--- src/rtl/multicycle_control_fsm.sv ---
// multicycle_control_fsm: sequencing controller for the multicycle MIPS datapath with memory wait states, halt and trap.
module multicycle_control_fsm #(
  parameter int COUNT_WIDTH = 32
) (
  input  logic                   clk,
  input  logic                   reset,
  input  logic [5:0]             opcode,
  input  logic                   mem_ready,
  input  logic                   halt_req,
  output logic                   pc_write,
  output logic                   pc_write_cond,
  output logic                   iord,
  output logic                   mem_read,
  output logic                   mem_write,
  output logic                   ir_write,
  output logic                   mem_to_reg,
  output logic                   reg_dst,
  output logic                   reg_write,
  output logic                   alu_src_a,
  output logic [1:0]             alu_src_b,
  output logic [1:0]             alu_op,
  output logic [1:0]             pc_source,
  output logic [3:0]             state,
  output logic                   instr_retired,
  output logic [COUNT_WIDTH-1:0] retired_count,
  output logic                   halted,
  output logic                   trap
);
  typedef enum logic [3:0] {
    FETCH = 4'd0, DECODE = 4'd1, MEMADR = 4'd2, MEMRD = 4'd3, MEMWB = 4'd4,
    MEMWR = 4'd5, EXEC = 4'd6, RWB = 4'd7, BRANCH = 4'd8, JUMP = 4'd9,
    ADDI_EX = 4'd10, ADDI_WB = 4'd11, TRAP = 4'd12, HALT = 4'd13
  } state_t;
  localparam logic [5:0] OP_R = 6'h00, OP_LW = 6'h23, OP_SW = 6'h2B;
  localparam logic [5:0] OP_BEQ = 6'h04, OP_J = 6'h02, OP_ADDI = 6'h08;
  state_t st, nxt;
  logic   retire;
  assign state = st;
  assign retire = (st inside {MEMWB, RWB, BRANCH, JUMP, ADDI_WB}) || (st == MEMWR && mem_ready);
  always_ff @(posedge clk or negedge reset)
    if (!reset) st <= FETCH;
    else st <= nxt;
  always_ff @(posedge clk or negedge reset)
    if (!reset) retired_count <= '0;
    else if (retire) retired_count <= retired_count + COUNT_WIDTH'(1);
  always_comb begin
    nxt = st;
    case (st)
      FETCH:   nxt = mem_ready ? DECODE : FETCH;
      DECODE:  nxt = opcode == OP_R ? EXEC :
                     (opcode == OP_LW || opcode == OP_SW) ? MEMADR :
                     opcode == OP_BEQ ? BRANCH :
                     opcode == OP_J ? JUMP :
                     opcode == OP_ADDI ? ADDI_EX : TRAP;
      MEMADR:  nxt = opcode == OP_LW ? MEMRD : MEMWR;
      MEMRD:   nxt = mem_ready ? MEMWB : MEMRD;
      EXEC:    nxt = RWB;
      ADDI_EX: nxt = ADDI_WB;
      MEMWB, MEMWR, RWB, BRANCH, JUMP, ADDI_WB:
               nxt = retire ? (halt_req ? HALT : FETCH) : st;
      HALT:    nxt = halt_req ? HALT : FETCH;
      default: nxt = TRAP;
    endcase
  end
  // Everything is forced low while reset is held so no strobe can glitch during an abort.
  always_comb begin
    pc_write = 1'b0;
    pc_write_cond = 1'b0;
    iord = 1'b0;
    mem_read = 1'b0;
    mem_write = 1'b0;
    ir_write = 1'b0;
    mem_to_reg = 1'b0;
    reg_dst = 1'b0;
    reg_write = 1'b0;
    alu_src_a = 1'b0;
    alu_src_b = 2'b00;
    alu_op = 2'b00;
    pc_source = 2'b00;
    halted = 1'b0;
    trap = 1'b0;
    instr_retired = reset && retire;
    if (reset)
      case (st)
        FETCH: begin
          mem_read = 1'b1;
          alu_src_b = 2'b01;
          ir_write = mem_ready;
          pc_write = mem_ready;
        end
        DECODE:  alu_src_b = 2'b11;
        MEMADR, ADDI_EX: begin
          alu_src_a = 1'b1;
          alu_src_b = 2'b10;
        end
        MEMRD: begin
          iord = 1'b1;
          mem_read = 1'b1;
        end
        MEMWB: begin
          mem_to_reg = 1'b1;
          reg_write = 1'b1;
        end
        MEMWR: begin
          iord = 1'b1;
          mem_write = 1'b1;
        end
        EXEC: begin
          alu_src_a = 1'b1;
          alu_op = 2'b10;
        end
        RWB: begin
          reg_dst = 1'b1;
          reg_write = 1'b1;
        end
        BRANCH: begin
          alu_src_a = 1'b1;
          alu_op = 2'b01;
          pc_write_cond = 1'b1;
          pc_source = 2'b01;
        end
        JUMP: begin
          pc_write = 1'b1;
          pc_source = 2'b10;
        end
        ADDI_WB: reg_write = 1'b1;
        HALT:    halted = 1'b1;
        default: trap = 1'b1;
      endcase
  end
endmodule

--- config.mk ---
export PLATFORM = sky130hd
export DESIGN_NAME = multicycle_control_fsm
export DESIGN_NICKNAME = d
export VERILOG_FILES = /design/src/rtl/multicycle_control_fsm.sv
export SDC_FILE = /design/constraint.sdc
export NUM_CORES = 1
export LEC_CHECK = 0
export BUFFER_PORTS_ARGS = -buffer_cell sky130_fd_sc_hd__buf_2
export CAP_MARGIN = 20
export CORE_UTILIZATION = 55
export CTS_BUF_LIST = sky130_fd_sc_hd__clkbuf_8
export DETAILED_ROUTE_END_ITERATION = 10
export PLACE_DENSITY = 0.92
export SLEW_MARGIN = 20
export SYNTH_ARGS = -nofsm -noshare
export SYNTH_HDL_FRONTEND = slang
export SYNTH_SLANG_ARGS = --single-unit
--- constraint.sdc ---
create_clock -name clk -period 2 [get_ports clk]
set_input_delay 0.4 -clock clk [delete_from_list [all_inputs] [get_ports clk]]
set_output_delay 0.4 -clock clk [all_outputs]
set_load 0.005 [all_outputs]
==> metrics.txt <==
global-route wire length before repair 9.30 mm; failing checks negative setup slack; Worst-path clk slew 0.07 ns; Die ar. 4750 sq um; GPL Wtd Cong 0.850; register area share after synthesis 36.6%; synthesized area 2460 sq um; RSZ-0062 raised after global routing yes; Pre-antenna DRT Iters 4; Yosys Warn Count 0; M3 GR Usage 4.44%; vias in the first global route 1977; CTS tree built; Final Critical Period 2.01 ns; met2 Use GR 44.5%; flops & latches, synth 36; DRT iter0 DRCs 129; largest net degree at the start of global routing 37; met1 usage 33.2%; nets@finish 323; P&R area growth vs syn 21.0%; FF-to-FF End retired_count[17]; layout cells sized above 1 35.1%; syn_area_per_cell 9.85 sq um; setup violators final 1; final instance area 2980 sq um; clk_lat worst skew 0.29 ns; Core Util, Final 71.9%; CTS max path bufs 2; commonest non-fill, non-tap cell in the layout buf_2; Hold Fails Final Rpt 0; commonest non-fill, non-tap cells in the layout buf_2, dfrtp_1, xor2_1; starting density of the core 59.4%; CTS Root Cell clkbuf_8; Total GRT Usage 26.4%; antenna violations before repair 0; Final ANT Viol Nets 0; routed wire length 5.98 mm; Worst VDD drop 645 uV; Worst setup SP type flip-flop; status finished with violations; IO Pins 65; ratio of final minimum period to clock period 101%; Detail Placement HPWL 4.08 mm; grt ovf 0; drt drc 0; Worst-Margin Slew 0.446 ns; Worst Path Arrival 1.61 ns; wire per inst 16.5 microns; Worst R2R Setup Slack 0.20 ns; fillers 289; CP endpoint kind primary output; CP Capture Point instr_retired; cts bufs inserted 5; Die Span X 68.9 microns; Port Buffers 64; slew margin rel. 70.3%; row count 23; Max Slew Vio Count 0; Hold WC Path Type input pin to async pin; CP Max Fanout 3; Register-to-Register Path Depth 4; Min Hold Slack 0.296 ns; GR peak layer met2; Max-cap violations 0; via/cell ratio 6.11; Syn Nets 261; Final Skew 0.00719 ns; Die Y-Extent 68.9 microns; Final WS setup -0.0146 ns; CP required 1.60 ns; Peak Freq 0.496 GHz; Leak Pwr 1.35 nW; cell count after synthesis 250; Critical Path Source state[1]; core area 4140 sq um; post-CTS setup buffer count 0; Post-synth EDFFs 0; H-tree depth 2; Reg-to-Reg Start retired_count[4]; # diodes 0; Top FF cell, synth dfrtp_1; Async SR Flop Fraction 100%; WS Path Type flip-flop to primary output; via count 2218; placement-stage cell area 2820 sq um; power per cell area 1070 nW/um^2; Clock Sinks 36; Unique masters post-synth 53
## report_power, final
part           leakage (nW)  switching (mW)  internal [mW]
Combinational         0.888           0.958          0.634
Sequential            0.404           0.135          0.834
Clock                0.0541           0.263          0.369
Total                  1.35            1.36           1.84
## layout make-up
| cell class | instances | area, sq um | share of cell area (%) |
|---|---|---|---|
| tap | 50 | 62.6 | 2.10 |
| timing repair buffer | 74 | 419 | 14.1 |
| clock inverter | 3 | 42.5 | 1.43 |
| multi-input combinational | 190 | 1470 | 49.2 |
| sequential | 36 | 902 | 30.3 |
| inverter | 5 | 18.8 | 0.630 |
| clock buffer | 5 | 68.8 | 2.31 |
## synth_stat cells, types with 6 or more instances
cell | n | share of area, %
a21oi_1 | 6 | 1.2
xnor2_1 | 7 | 2.5
nor2b_1 | 7 | 1.8
dfrtp_1 | 36 | 37
a2111oi_2 | 7 | 4.3
nor2_1 | 16 | 2.4
nand2_1 | 21 | 3.2
clkbuf_1 | 6 | 0.91
xor2_1 | 27 | 9.6
nand3_1 | 11 | 2.2
o21ai_0 | 6 | 1.2
nor4_1 | 15 | 3.8
nand4_1 | 6 | 1.5
nor3_1 | 7 | 1.4
## kinds of logic (layout without fill, tap and decap cells)
kind of cell             Yosys count  in the layout  synth area share, %
AND/OR/NAND/NOR                  118            118                 29.4
AO/OA/AOI/OAI                     36             36                 15.5
flip-flops                        36             36                 36.6
XOR/XNOR                          34             34                 12.1
buffers and inverters             24             87                 5.28
adder cells (fa/ha/maj)            1              1                0.508
multiplexers                       1              1                0.610
## sequential cells by signal, indices dropped and copies added (netlist names)
signal and flops:
state 4, retired_count 32
## per-stage QoR
| stage | worst slack (ns) | TNS (ns) | instances | total power, mW |
|---|---|---|---|---|
| 6_report | -0.0146 | -0.0146 | 363 | 3.19 |
| 4_1_cts | 0.00482 | 0 | 363 | 3.10 |
| 5_1_grt | -0.0448 | -0.0485 | 363 | 3.36 |
| 3_5_place_dp | 0.125 | 0 | 355 | 2.44 |
| 3_3_place_gp | 0.116 | 0 | 355 | 2.39 |
| 2_1_floorplan | 0.0536 | 0 | 250 | 2.01 |
## worst max-delay path, cell delays in order, from the launching register on
cell and delay (ns):
dfrtp_1 0.40, or3b_4 0.42, a21oi_4 0.20, nor2_4 0.06
and2_1 0.14, buf_2 0.12
## worst min path at each step
stage | startpoint | end | depth (start not counted)
2_1_floorplan | reset | retired_count[0] | 0
3_3_place_gp | retired_count[31] | retired_count[31] | 1
3_5_place_dp | retired_count[31] | retired_count[31] | 1
4_1_cts | reset | retired_count[3] | 2
5_1_grt | reset | retired_count[26] | 2
6_report | reset | retired_count[23] | 2
## per-layer routing
metal	share of wire [%]	routed length, microns
met4	2.0	118
met3	5.2	309
met5	0	0
met1	43	2550
met2	50	3000
## repair_timing
action / 4_1_cts / 5_1_grt
hold buffers: 0 / 0
pin swaps: 1 / 2
gates cloned: 0 / 0
setup endpoints to repair: 2 / 7
resized for setup: 3 / 9
Note: power is estimated with default switching activity, not from simulation.
